--- config.mk ---
export PLATFORM = sky130hd
export DESIGN_NAME = an_encoder_28bits_flat
export DESIGN_NICKNAME = d
export VERILOG_FILES = /design/src/rtl/an_code_pkg.sv /design/src/rtl/an_encoder_28bits_if.sv /design/src/rtl/an_shift_add_mul.sv /design/src/rtl/an_encoder_28bits.sv /design/src/flat_wrapper.sv
export SDC_FILE = /design/constraint.sdc
export NUM_CORES = 1
export LEC_CHECK = 0
export ABC_AREA = 1
export ABC_CLOCK_PERIOD_IN_PS = 4400
export BUFFER_PORTS_ARGS = -buffer_cell sky130_fd_sc_hd__buf_2
export CAP_MARGIN = 20
export CORE_MARGIN = 5
export CORE_UTILIZATION = 45
export CTS_CLUSTER_SIZE = 30
export DETAILED_ROUTE_END_ITERATION = 8
export GPL_TIMING_DRIVEN = 0
export PLACE_DENSITY = 0.75
export RECOVER_POWER = 50
export SYNTH_ARGS = -nofsm -noshare
export SYNTH_HDL_FRONTEND = slang
export SYNTH_SLANG_ARGS = --single-unit
--- constraint.sdc ---
create_clock -name clk -period 4.4 [get_ports clk]
set_input_delay 0.22 -clock clk [delete_from_list [all_inputs] [get_ports clk]]
set_output_delay 0.22 -clock clk [all_outputs]
set_load 0.01 [all_outputs]
--- src/rtl/an_code_pkg.sv ---
// ---------------------------------------------------------------------------
// an_code_pkg
// Shared constants for the 28-bit AN-protected data path. The encoder and
// the decoder both import this package, so they always agree on A and on
// the word widths.
//   A        odd code constant (must stay below 2**A_BITS)
//   A_BITS   width of A, also the number of shift-add iterations
//   N_BITS   data word width
//   W_BITS   codeword width, wide enough that A*N never overflows
// Optional feature macro used by the importers: AN_ERR_INJECT_EN
// ---------------------------------------------------------------------------
package an_code_pkg;

  localparam int unsigned A            = 83;
  localparam int          A_BITS       = 7;
  localparam int          N_BITS       = 29;
  localparam int          W_BITS       = 36;
  localparam int          CNT_BITS     = $clog2(A_BITS);
  localparam int          ERR_POS_BITS = 6;

  // Encoder control states; the top level mirrors these as plain
  // localparam constants for legacy tools.
  typedef enum logic [1:0] {
    IDLE = 2'd0,
    CALC = 2'd1,
    DONE = 2'd2
  } an_state_e;

endpackage

--- src/rtl/an_encoder_28bits_if.sv ---
// ---------------------------------------------------------------------------
// an_encoder_28bits_if
// Input and output valid/ready channels of the AN encoder.
//   in_valid / in_ready / N      data word channel (producer -> encoder)
//   out_valid / out_ready / W    codeword channel (encoder -> consumer)
//   err_en / err_neg / err_pos   error-injection controls, present only
//                                when AN_ERR_INJECT_EN is defined
// Modports: master = producer/consumer side, slave = encoder side.
// ---------------------------------------------------------------------------
interface an_encoder_28bits_if;
  import an_code_pkg::*;

  logic              in_valid;
  logic              in_ready;
  logic [N_BITS-1:0] N;
  logic              out_valid;
  logic              out_ready;
  logic [W_BITS-1:0] W;

`ifdef AN_ERR_INJECT_EN
  logic                    err_en;
  logic                    err_neg;
  logic [ERR_POS_BITS-1:0] err_pos;

  modport master (
    output in_valid, N, out_ready, err_en, err_neg, err_pos,
    input  in_ready, out_valid, W
  );

  modport slave (
    input  in_valid, N, out_ready, err_en, err_neg, err_pos,
    output in_ready, out_valid, W
  );
`else
  modport master (
    output in_valid, N, out_ready,
    input  in_ready, out_valid, W
  );

  modport slave (
    input  in_valid, N, out_ready,
    output in_ready, out_valid, W
  );
`endif

endinterface

--- src/rtl/an_shift_add_mul.sv ---
// ---------------------------------------------------------------------------
// an_shift_add_mul
// Sequential shift-add multiplier computing A*N, one bit of A per step,
// LSB first.
//   clk, rst_n   clock and asynchronous active-low reset
//   i_load       latch i_n into the shift register, clear acc and cnt
//   i_step       process bit cnt of A: add nsh if set, shift nsh, cnt++
//   i_n          data word N
//   o_sum        acc plus the addend for the current bit (the final
//                product when o_last is high)
//   o_last       current bit is the last bit of A
// ---------------------------------------------------------------------------
module an_shift_add_mul
  import an_code_pkg::*;
(
  input  logic              clk,
  input  logic              rst_n,
  input  logic              i_load,
  input  logic              i_step,
  input  logic [N_BITS-1:0] i_n,
  output logic [W_BITS-1:0] o_sum,
  output logic              o_last
);

  // A padded to a power-of-two width so every cnt value indexes a real bit,
  // including the parked value cnt reaches after the last step.
  localparam logic [(1 << CNT_BITS)-1:0] A_EXT = A[(1 << CNT_BITS)-1:0];

  logic [W_BITS-1:0]   r_nsh;
  logic [W_BITS-1:0]   r_acc;
  logic [CNT_BITS-1:0] r_cnt;
  logic [W_BITS-1:0]   w_addend;

  assign w_addend = A_EXT[r_cnt] ? r_nsh : '0;
  assign o_sum    = r_acc + w_addend;
  assign o_last   = (r_cnt == CNT_BITS'(A_BITS - 1));

  always_ff @(posedge clk or negedge rst_n) begin
    if (!rst_n) begin
      r_nsh <= '0;
      r_acc <= '0;
      r_cnt <= '0;
    end else if (i_load) begin
      r_nsh <= {{(W_BITS - N_BITS){1'b0}}, i_n};
      r_acc <= '0;
      r_cnt <= '0;
    end else if (i_step) begin
      r_acc <= o_sum;
      r_nsh <= r_nsh << 1;
      r_cnt <= r_cnt + 1'b1;
    end
  end

endmodule

--- src/rtl/an_encoder_28bits.sv ---
// ---------------------------------------------------------------------------
// an_encoder_28bits
// AN-code encoder: accepts a data word N and returns the codeword W = A*N,
// computed over A_BITS cycles by an_shift_add_mul.
//   clk, rst_n   clock (rising edge) and asynchronous active-low reset
//   bus          an_encoder_28bits_if.slave (in/out valid-ready channels)
// Optional build macro AN_ERR_INJECT_EN adds err_en/err_neg/err_pos to the
// bus; when enabled and err_pos < W_BITS, +/- 2**err_pos is added to W.
// ---------------------------------------------------------------------------
module an_encoder_28bits
  import an_code_pkg::*;
(
  input  logic               clk,
  input  logic               rst_n,
  an_encoder_28bits_if.slave bus
);

  localparam logic [1:0] S_IDLE = IDLE;
  localparam logic [1:0] S_CALC = CALC;
  localparam logic [1:0] S_DONE = DONE;

  logic [1:0]        r_state;
  logic [W_BITS-1:0] r_W;
  logic              w_load;
  logic              w_step;
  logic              w_last;
  logic [W_BITS-1:0] w_sum;
  logic [W_BITS-1:0] w_final;

  assign w_load = (r_state == S_IDLE) && bus.in_valid;
  assign w_step = (r_state == S_CALC);

  an_shift_add_mul u_mul (
    .clk    (clk),
    .rst_n  (rst_n),
    .i_load (w_load),
    .i_step (w_step),
    .i_n    (bus.N),
    .o_sum  (w_sum),
    .o_last (w_last)
  );

`ifdef AN_ERR_INJECT_EN
  logic                    r_errEn;
  logic                    r_errNeg;
  logic [ERR_POS_BITS-1:0] r_errPos;
  logic [W_BITS-1:0]       w_errVal;

  // Injection controls travel with the word, so they are captured at the
  // input handshake just like N.
  always_ff @(posedge clk or negedge rst_n) begin
    if (!rst_n) begin
      r_errEn  <= 1'b0;
      r_errNeg <= 1'b0;
      r_errPos <= '0;
    end else if (w_load) begin
      r_errEn  <= bus.err_en;
      r_errNeg <= bus.err_neg;
      r_errPos <= bus.err_pos;
    end
  end

  // Positions beyond the codeword width inject nothing.
  always_comb begin
    w_errVal = '0;
    if (r_errEn && (32'(r_errPos) < 32'(W_BITS)))
      w_errVal = {{(W_BITS - 1){1'b0}}, 1'b1} << r_errPos;
  end

  assign w_final = r_errNeg ? (w_sum - w_errVal) : (w_sum + w_errVal);
`else
  assign w_final = w_sum;
`endif

  // Control FSM: the result register is only written on the last multiply
  // step, so W stays frozen through DONE until the consumer takes it.
  always_ff @(posedge clk or negedge rst_n) begin
    if (!rst_n) begin
      r_state <= S_IDLE;
      r_W     <= '0;
    end else begin
      case (r_state)
        S_IDLE: if (bus.in_valid) r_state <= S_CALC;
        S_CALC: begin
          if (w_last) begin
            r_W     <= w_final;
            r_state <= S_DONE;
          end
        end
        S_DONE: if (bus.out_ready) r_state <= S_IDLE;
        default: r_state <= S_IDLE;
      endcase
    end
  end

  // Outputs decode only registered state, never the incoming handshakes.
  assign bus.in_ready  = (r_state == S_IDLE);
  assign bus.out_valid = (r_state == S_DONE);
  assign bus.W         = r_W;

endmodule

--- src/flat_wrapper.sv ---
// flat-port wrapper written by rule: the top's interface ports become plain ports
module an_encoder_28bits_flat import an_code_pkg::*;
  (clk, rst_n, bus_in_valid, bus_N, bus_out_ready, bus_in_ready, bus_out_valid, bus_W);
  an_encoder_28bits_if bus_i ();
  input  logic clk;
  input  logic rst_n;
  input wire logic [$bits(bus_i.in_valid)-1:0] bus_in_valid;
  input wire logic [$bits(bus_i.N)-1:0] bus_N;
  input wire logic [$bits(bus_i.out_ready)-1:0] bus_out_ready;
  output wire logic [$bits(bus_i.in_ready)-1:0] bus_in_ready;
  output wire logic [$bits(bus_i.out_valid)-1:0] bus_out_valid;
  output wire logic [$bits(bus_i.W)-1:0] bus_W;
  assign bus_i.in_valid = bus_in_valid;
  assign bus_i.N = bus_N;
  assign bus_i.out_ready = bus_out_ready;
  assign bus_in_ready = bus_i.in_ready;
  assign bus_out_valid = bus_i.out_valid;
  assign bus_W = bus_i.W;
  an_encoder_28bits u_core (.clk(clk), .rst_n(rst_n), .bus(bus_i));
endmodule
# Word-level counts from Yosys, hierarchy flattened
# Memories as Yosys holds them, arrays and structs flattened.
# Cells that the tools add are included.
# Widths: inputs -> output; s select.
# word_totals
reg_bits,113
latchBits,0
ramBits,0
mem_bits_ro,8
in_bits,33
wordCells,32
mem_count,1
# memory_table
name,depth,word_bits,read_ports,rd_clocked_by_memory_dff,wr,line_no,rtl
(no name shown),8,1,1,0,0,an_shift_add_mul.sv:34,assign w_addend = A_EXT[r_cnt] ? r_nsh : '0;
# classes
addsub,2
multipliers,0
n_div,0
order_cmp,1
eq_ne,6
n_shift,0
mux,12
bitwise,0
n_reduce_logical,5
# ops
operator,count
$mux 36,5
$add 36x36->36,1
$mux 2,3
$mux 3,2
$pmux 2 s3,1
$lt 3x4->1 const B,1
$ne 2x2->1 const B,2
$add 3x1->3 const B,1
$eq 3x3->1 const B,1
$reduce_and 3->1,1
$eq 2x1->1 const B,1
$eq 2x2->1 const B,1
$logic_not 2->1,1
$ne 2x1->1 const B,1
$reduce_and 2->1,1
$reduce_bool 2->1,1
$logic_and 1x1->1,1
$mux 1,1

# Depth between registers and ports, before layout
# Gate-level depths: netlist of run 1.
# depth
ltp_word,6
ltp_mapped,19
ltp_nobuf,18

# Modules after synthesis
# From an unflattened synthesis of run 1, not the netlist that was laid out.
# hier_totals
cells_unflattened,1042
hier_area_um2,7503.4
# modules_own_cells
mod,instances,cells_each,area_each_um2,seq_area_each_um2
an_shift_add_mul,1,867,5830.6,1876.8
an_encoder_28bits,1,175,1672.9,950.9

# Least setup slack after synthesis of run 1
# No wires, ideal clock.
# synth_timing
path_type,register to register
startpoint,register u_core.u_mul.r_cnt[2]
endpoint,register u_core.r_W[28] (netlist: u_core.bus.W[28])
setup_ns,0.117
arrival_time_ns,2.450
required_ns,4.283
path_slack_ns,1.833
stages_incl_launch_ff,17
n_path_buf,1
path_cell_list,dfrtp_1 > o21a_1 > clkinv_1 > clkbuf_1 > nor2_1 > ha_1 > fa_1 > nand3_1 > nand3_2 > nand3_1 > nand2_2 > nand2_1 > nand2_1 > nand2_1 > nand3b_1 > nand3_1 > nand2_1
# synth_via
elab_chain_len,4
word_cells_on_any_way,6
# synth_rtl
element,line_no,rtl
from (decl),an_shift_add_mul.sv:31,logic [CNT_BITS-1:0] r_cnt;
from (signal assigned),an_shift_add_mul.sv:50,r_cnt <= r_cnt + 1'b1;
$mem_v2 8x1,--,
$mux 1 (not written as such),an_shift_add_mul.sv:34,
$mux 36,an_shift_add_mul.sv:34,
$add 36x36->36,an_shift_add_mul.sv:35,assign o_sum = r_acc + w_addend;
to (signal assigned),an_encoder_28bits.sv:86,r_W <= w_final;
to (decl),an_encoder_28bits.sv:23,logic [W_BITS-1:0] r_W;
# Several ways; a longest one is shown, not always the timed one. The select of a mux whose other input is x is not followed.
# A chain may end at the register's enable or synchronous reset.

# Worst setup path after layout of run 1
# layout_timing
startpoint,register u_core.u_mul.r_cnt[1]
endpoint,register u_core.r_W[22] (netlist: u_core.bus.W[22])
# The elaborated chain is that of the path after synthesis.

==> results by group, run 1 <==
Finish
  • Fraction of layout cells with a size suffix above 1: between 10% and 20%
  • Final instance area: 8340 µm²
  • Multi-input gate area: around 3600 µm²
  • Fill count: about 1.5k
  • # diodes: 0
  • Final nets: roughly 1.2k
  • Register Area: around 2800 µm²
  • Area Growth Syn to Fin: 18.1%

GRT
  • Gr ovfl total: 0
  • Largest net degree at the start of global routing: 60
  • Vias in the first global route: approximately 6.6k
  • Gr usage total: 22.2%
  • First-pass GRT wire length: ~32 mm
  • Initial antenna violation count: 0

Setup path
  • Worst path bufs/invs: 3
  • CP max stage cell: fa_1
  • Worst R2R Start: u_core.u_mul.r_cnt[1]$_DFFE_PN0P_
  • Reg2reg path depth: 17
  • Worst setup SP type: flop
  • Kind of critical path: flop to flop
  • Crit. path cell count: 17
  • Slowest stage delay, CP: approximately 0.46 ns
  • Top Family by Delay on Critical Path: simple AND/OR/NAND/NOR gates
  • CP endpoint kind: flop
  • Most used cell, CP: nand2_1
  • CP max FO: 10
  • Worst setup path end: u_core.bus.W[22]$_DFFE_PN0P_
  • CP arrival: 3.57 ns
  • Cell Chain, Critical Path: inv_1 > o21a_1 > clkinv_1 > clkbuf_1 > nor2_1 > ha_1 > fa_1 > nand3_1 > nand3_2 > nand2_1 > nand2_1 > nand3_1 > nand2_1 > nand2_1 > nand3b_1 > nand3_1 > nand2_1
  • Worst reg2reg path endpoint: u_core.bus.W[22]$_DFFE_PN0P_
  • Worst path required time: roughly 4.7 ns
  • Worst reg-to-reg setup slack: 1.14 ns
  • Crit. Startpoint: u_core.u_mul.r_cnt[1]$_DFFE_PN0P_

Floorplanning
  • Chip width: between 100 and 150 µm
  • IO Count: slightly above 70
  • Placement Rows: between 40 and 50
  • Total core area: ~15000 µm²
  • Initial Util: a little under half
  • Die area: ~18000 µm²
  • Die H: 135 µm

Pwr
  • LEAKAGE: 4.46 nW
  • Max IR drop VDD: between 0.3 and 0.4 mV
  • P per Cell Area: between 900 and 1000 nW/µm²

Routing
  • Post-route ant nets: 0
  • DR DRC count: 0
  • Total routed wirelength: 19.6 mm
  • Iter 0 DRT Violations: around 470
  • First-pass detailed-route iteration total: 5
  • Via count: about 6.6k
  • Avg WL per Cell: approximately 15 µm
  • Vias per Instance: slightly above 5

Timing
  • Unrepaired setup endpoints after global routing: no
  • Period utilisation layout: 74.1%
  • Max Slew Vio Count: between 50 and 60
  • Final hold slack: between 0.006 and 0.007 ns
  • Worst Skew: 0.00898 ns
  • Fin crit period: about 3.3 ns
  • Fmax: 307 MHz
  • Worst Max-Slew Pin Slew: around 3.1 ns
  • Relative slew slack: -105%
  • Setup violations, final: 0
  • Setup TNS: 0 ns
  • Count of final hold-check violations: 0

Logic synthesis
  • Register bit total from synthesis: between 100 and 150
  • Mapped Nets: about 1.1k
  • Post-synthesis sequential area ratio: 40.0%
  • Mux cell area share after synthesis: 0%
  • Post-Syn Area: just over 7000 µm²
  • Synth Area in Simple Gates: 30.7%
  • Post-synth cell types: 37
  • Yosys warnings: 0
  • Gate Count Post-Synth: 984
  • Dominant cell type by area after synthesis: dfrtp_1
  • Largest family of logic cells by synthesized area: simple AND/OR/NAND/NOR gates
  • Synth top area cells: dfrtp_1, nand2_1, inv_1, ha_1, nand3_1
  • Synth Area in Adders: 6.84%
  • Top-area cell type share of the netlist area: 40.0%
  • Synth Area in XOR/XNOR: about 2.1%
  • Area fraction in compound gates after synthesis: between 10% and 20%
  • Avg Inst Size Synth: a little over 7 µm²

Run status
  • Failing checks: capacitance limit, slew limit
  • Status: finished, violations left

Clock tree
  • Clock Latency Late Sink: around 0.43 ns
  • # resized after CTS: 0
  • H-tree depth: 4
  • CTS Root Cell: clkbuf_16
  • CTS tree: yes
  • CTS Buf Count: 17
  • CTS Sinks: 113
  • Setup Fix Bufs, Post-CTS: 0
  • Clock Path Buffers: 2
  • CTS clk-pin slew, worst paths: roughly 0.06 ns

Placed design
  • DP Area: roughly 7700 µm²
  • Detailed placement HPWL: 15.0 mm
  • Gpl congestion: ~0.94
  • Port Buf Inserts: 70

Job
  • Max Cap Viol: 1

Min path
  • HP Class: input port to flop
-- routing by layer --
layer / GRT usage, % / part of all wire [%] / wire length (µm)
met5: 0 / 0 / 0
met4: 8.45 / 3.0 / 582
met3: 4.42 / 4.8 / 933
met2: 36.9 / 46 / 9020
met1: 28.6 / 46 / 9060
-- sequential cells by signal, summed over array words and instances, names as in the netlist --
name,cells
u_core.u_mul.r_cnt,3
u_core.r_state,2
u_core.u_mul.r_acc,36
u_core.u_mul.r_nsh,36
u_core.bus.W,36
-- cells in the mapped netlist (all sizes together) --
master and instances:
nand3b 6, a21o 1, o22ai 8, o31ai 1, o21a 1, xnor2 14, inv 141, o221ai 28
buf 17, ha 37, or2 5, and2 1, nor4 1, fa 1, clkinv 2, xor2 3
o21ai 51, a21oi 33, nor2 85, a22o 1, nand2 346, nand4 2, nor3 7, dfrtp 113
nand3 67, o21bai 2, clkbuf 10
-- layout make-up --
cell class	count	area share, %
Clock inverter	11	1.94
Clock buffer	21	5.40
Tap cell	211	3.17
Buffer	27	1.50
Sequential cell	113	33.9
Inverter	143	6.44
Timing Repair Buffer	76	4.83
Multi-Input combinational cell	701	42.8
-- worst register-to-register path: stages (launching register included) --
cell	delay, ns
dfrtp_1	0.37
inv_1	0.07
o21a_1	0.19
clkinv_1	0.20
clkbuf_1	0.42
nor2_1	0.09
ha_1	0.27
fa_1	0.46
nand3_1	0.11
nand3_2	0.09
nand2_1	0.07
nand2_1	0.08
nand3_1	0.08
nand2_1	0.18
nand2_1	0.16
nand3b_1	0.11
nand3_1	0.11
nand2_1	0.06
-- metrics by stage --
stage	utilization (%)	instances	power, W	setup WS [ns]
after floorplan	-	984	0.00512	1.83
after global placement	50.1	1265	0.00624	1.19
after detailed placement	50.3	1266	0.00635	1.18
after CTS	54.7	1303	0.00786	1.11
after global routing	54.5	1303	0.00854	0.629
final	54.5	1303	0.00784	1.14
-- placed cells by master (no fill, tap or decap), types with 2 or more instances in the layout --
| master | count |
|---|---|
| o21ai_0 | 29 |
| nor3_1 | 6 |
| nor2_1 | 77 |
| clkinv_1 | 2 |
| clkinv_2 | 5 |
| nand3_2 | 6 |
| ha_1 | 37 |
| clkbuf_1 | 33 |
| dlygate4sd3_1 | 5 |
| nand2_2 | 8 |
| o221ai_1 | 28 |
| xnor2_1 | 14 |
| inv_1 | 137 |
| buf_2 | 66 |
| o22ai_1 | 8 |
| o21bai_1 | 2 |
| o21ai_1 | 22 |
| nand2_1 | 338 |
| a21oi_1 | 31 |
| nor2_2 | 7 |
| nand3b_1 | 6 |
| nand4_1 | 2 |
| xor2_1 | 3 |
| or2_2 | 2 |
| or2_1 | 3 |
| clkbuf_16 | 17 |
| nand3_1 | 61 |
| dfrtp_1 | 113 |
| inv_2 | 4 |
| bufinv_16 | 4 |
| a21oi_2 | 2 |
-- what timing repair did --
action,CTS,global route
endpoints found under the setup margin,0,0
hold buffers,5,0
hold endpoints to repair,58,0
-- worst min-delay path by stage --
stage	from	to	slack (ns)	cells past startpoint
4_1_cts	bus_N[8]	u_core.u_mul.r_nsh[8]$_DFFE_PN0P_	0.003	3
2_1_floorplan	rst_n	u_core.bus.W[0]$_DFFE_PN0P_	-0.08	0
6_report	bus_N[24]	u_core.u_mul.r_nsh[24]$_DFFE_PN0P_	0.007	3
5_1_grt	bus_N[6]	u_core.u_mul.r_nsh[6]$_DFFE_PN0P_	0.01	3
3_5_place_dp	rst_n	u_core.u_mul.r_nsh[6]$_DFFE_PN0P_	0.22	1
3_3_place_gp	bus_out_ready	u_core.r_state[1]$_DFFE_PN0P_	0.40	2
-- report_power, final --
| part | switching, W | internal (W) | leakage [nW] |
|---|---|---|---|
| clock | 0.000488 | 0.000956 | 0.301 |
| sequential | 0.000238 | 0.00155 | 1.41 |
| combinational | 0.00305 | 0.00155 | 2.75 |
| total | 0.00378 | 0.00406 | 4.46 |
-- kinds of logic after synthesis --
group	after synthesis
AOI/OAI and AO/OA	126
xor gates and xnor gates	17
adders and majority gates	38
buffers and inverters	170
DFF	113
and+or+nand+nor	520
Power figures use the tool's default switching activity.
==> inputs of run 2 (changes only) <==
- ABC_CLOCK_PERIOD_IN_PS: 4400 -> 2850
- PLACE_DENSITY: 0.75 -> 0.77
- clock period: 4.4 -> 2.85 ns (I/O delays scaled with it)
==> results by group, run 2 (synthesized netlist as in run 1, its figures left out) <==
Floorplanning
  • IO Count: 71 (unchanged)
  • Die area: 18300 µm² (unchanged)
  • Initial Util: 46.1% (unchanged)
  • Placement Rows: 45 (unchanged)
  • Chip width: 135 µm (unchanged)
  • Die H: 135 µm (unchanged)
  • Total core area: 15300 µm² (unchanged)

Placed design
  • Port Buf Inserts: 70 (unchanged)
  • Detailed placement HPWL: 15.1 mm (was 15.0 mm)
  • Gpl congestion: 0.944 (was 0.939)

GRT
  • GR met3 Demand/Resource: 5.42% (was 4.42%)
  • Vias in the first global route: 6971 (was 6582)
  • Initial antenna violation count: 0 (unchanged)
  • Largest net degree at the start of global routing: 60 (unchanged)
  • Grt met1 use: 29.7% (was 28.6%)
  • GRT busiest layer: met2 (unchanged)
  • First-pass GRT wire length: 33.7 mm (was 32.0 mm)
  • Met2 usage: 38.2% (was 36.9%)
  • Gr ovfl total: 0 (unchanged)
  • Gr usage total: 23.2% (was 22.2%)

Setup path
  • CP max stage cell: dfrtp_1 (was fa_1)
  • Reg2reg path depth: 14 (was 17)
  • Worst reg-to-reg setup slack: 0.13 ns (was 1.14 ns)
  • Kind of critical path: flop to flop (unchanged)
  • Most used cell, CP: nand2_1 (unchanged)
  • Cell Chain, Critical Path: nand2_1 > o21a_1 > clkinv_4 > clkbuf_4 > nor2_1 > ha_4 > a21oi_1 > o21ai_0 > nand2_1 > nand2_1 > a21oi_2 > nand3b_1 > nand3_1 > nand2_1 (was inv_1 > o21a_1 > clkinv_1 > clkbuf_1 > nor2_1 > ha_1 > fa_1 > nand3_1 > nand3_2 > nand2_1 > nand2_1 > nand3_1 > nand2_1 > nand2_1 > nand3b_1 > nand3_1 > nand2_1)
  • CP endpoint kind: flop (unchanged)
  • CP arrival: 3.02 ns (was 3.57 ns)
  • Worst reg2reg path endpoint: u_core.bus.W[30]$_DFFE_PN0P_ (was u_core.bus.W[22]$_DFFE_PN0P_)
  • Worst R2R Start: u_core.u_mul.r_cnt[2]$_DFFE_PN0P_ (was u_core.u_mul.r_cnt[1]$_DFFE_PN0P_)
  • Worst path required time: 3.16 ns (was 4.71 ns)
  • Worst setup SP type: flop (unchanged)
  • Worst path bufs/invs: 2 (was 3)
  • Slowest stage delay, CP: 0.41 ns (was 0.46 ns)
  • CP max FO: 10 (unchanged)
  • Top Family by Delay on Critical Path: simple AND/OR/NAND/NOR gates (unchanged)

Finish
  • # diodes: 0 (unchanged)
  • Most frequent cells in the layout: nand2_1, inv_1, dfrtp_1 (unchanged)
  • Fill count: 1448 (was 1504)
  • Area Growth Syn to Fin: 25.6% (was 18.1%)
  • Final nets: 1184 (was 1150)
  • Fraction of layout cells with a size suffix above 1: 15.8% (was 11.7%)
  • Most common library cell in the layout ignoring fill and taps: nand2_1 (unchanged)
  • Register Area: 2830 µm² (unchanged)
  • Multi-input gate area: 3710 µm² (was 3570 µm²)

Min path
  • Worst hold path endpoint: u_core.r_state[1]$_DFFE_PN0P_ (was u_core.u_mul.r_nsh[24]$_DFFE_PN0P_)
  • HP Class: input port to flop (unchanged)
  • Worst hold start: bus_out_ready (was bus_N[24])
  • Hold path cells: 3 (unchanged)

Pwr
  • Max IR drop VDD: 0.547 mV (was 0.354 mV)
  • P per Cell Area: 1440 nW/µm² (was 940 nW/µm²)
  • Total Power: 0.0128 W (was 0.00784 W)
  • LEAKAGE: 4.68 nW (was 4.46 nW)

Clock tree
  • CTS Root Cell: clkbuf_16 (unchanged)
  • Clock Path Buffers: 2 (unchanged)
  • Clock Latency Late Sink: 0.42 ns (was 0.43 ns)
  • CTS Sinks: 113 (unchanged)
  • H-tree depth: 4 (unchanged)
  • CTS tree: yes (unchanged)
  • CTS clk-pin slew, worst paths: 0.06 ns (about the same)
  • CTS Buf Count: 17 (unchanged)

Routing
  • Via count: 6839 (was 6554)
  • Post-route ant nets: 0 (unchanged)
  • Iter 0 DRT Violations: 478 (was 469)
  • DR DRC count: 0 (unchanged)
  • Vias per Instance: 5.12 (was 5.03)
  • Avg WL per Cell: 15.5 µm (was 15.0 µm)
  • Total routed wirelength: 20.7 mm (was 19.6 mm)
  • First-pass detailed-route iteration total: 6 (was 5)

Timing
  • Setup violations, final: 0 (unchanged)
  • Period utilisation layout: 95.4% (was 74.1%)
  • Unrepaired setup endpoints after global routing: yes (was no)
  • Max Slew Vio Count: 0 (was 55)
  • Count of final hold-check violations: 0 (unchanged)
  • Relative slew slack: 6.29% (was -105%)
  • Fmax: 368 MHz (was 307 MHz)
  • Worst Max-Slew Pin Slew: 1.41 ns (was 3.08 ns)
  • Worst Skew: 0.00562 ns (was 0.00898 ns)
  • Setup TNS: 0 ns (unchanged)
  • Fin crit period: 2.72 ns (was 3.26 ns)

Job
  • Max Cap Viol: 0 (was 1)

Run status
  • Status: completed (was finished, violations left)
-- run 2: cell types whose count changed in the layout (fill, tap and decap cells not counted), moves of 4 or more --
cell,previous run,this run
nor2_1,77,73
nor2_2,7,11
buf_4,1,9
nand2_2,8,20
buf_2,66,70
clkbuf_1,33,24
ha_1,37,33
dlygate4sd3_1,5,32
a21oi_1,31,21
nand2_1,338,326
a21oi_2,2,12
-- run 2: final cells by class --
cell class | count | share of cell area [%]
multi-input combinational | 701 | 41.8
sequential | 113 | 31.9
timing repair buffer | 110 | 8.03
inverter | 143 | 6.11
clock buffer | 22 | 5.35
tap | 211 | 2.98
clock inverter | 10 | 2.30
buffer | 27 | 1.54
-- run 2: tightest hold or removal path, cell delays in order --
cell and delay, ns:
dlygate4sd3_1 0.51, buf_2 0.10, o31ai_1 0.05
-- run 2: power by group --
group	switching [W]	total (W)	internal (W)
combinational	0.00492	0.00755	0.00264
clock	0.000763	0.00247	0.00171
sequential	0.000382	0.00278	0.00240
total	0.00606	0.0128	0.00674
-- run 2: worst max-delay path by stage --
stage / depth (start not counted) / startpoint / end
after floorplan: 16 / u_core.u_mul.r_cnt[2]$_DFFE_PN0P_ / u_core.bus.W[28]$_DFFE_PN0P_
after CTS: 16 / u_core.u_mul.r_cnt[2]$_DFFE_PN0P_ / u_core.bus.W[18]$_DFFE_PN0P_
final: 14 / u_core.u_mul.r_cnt[2]$_DFFE_PN0P_ / u_core.bus.W[30]$_DFFE_PN0P_
after global routing: 17 / u_core.u_mul.r_cnt[1]$_DFFE_PN0P_ / u_core.bus.W[33]$_DFFE_PN0P_
after global placement: 16 / u_core.u_mul.r_cnt[2]$_DFFE_PN0P_ / u_core.bus.W[30]$_DFFE_PN0P_
after detailed placement: 16 / u_core.u_mul.r_cnt[2]$_DFFE_PN0P_ / u_core.bus.W[30]$_DFFE_PN0P_
-- run 2: metal layers --
metal  vias up  share of wire (%)
met5         -                  0
li1       3391                  -
met3        40                5.6
met2       187                 47
met1      3221                 45
met4         0                2.9
-- run 2: per-stage QoR --
| step | setup slack [ns] | util (%) | std cells | instance area (µm²) | hold slack (ns) |
|---|---|---|---|---|---|
| 2_1_floorplan | 0.283 | - | 984 | 7060 | -0.153 |
| 3_3_place_gp | -0.333 | 50.1 | 1265 | 7670 | 0.319 |
| 3_5_place_dp | -0.375 | 50.3 | 1266 | 7710 | 0.144 |
| 4_1_cts | 0.0150 | 57.0 | 1330 | 8730 | 0.281 |
| 5_1_grt | -0.0211 | 57.9 | 1337 | 8870 | 0.464 |
| 6_report | 0.133 | 57.9 | 1337 | 8870 | 0.424 |
-- run 2: timing repair --
item,in CTS,in global routing
buffers inserted,0,7
hold buffers,32,0
hold endpoints to repair,85,0
setup endpoints to repair,53,41
gates resized for setup,9,39
pin swaps,0,6
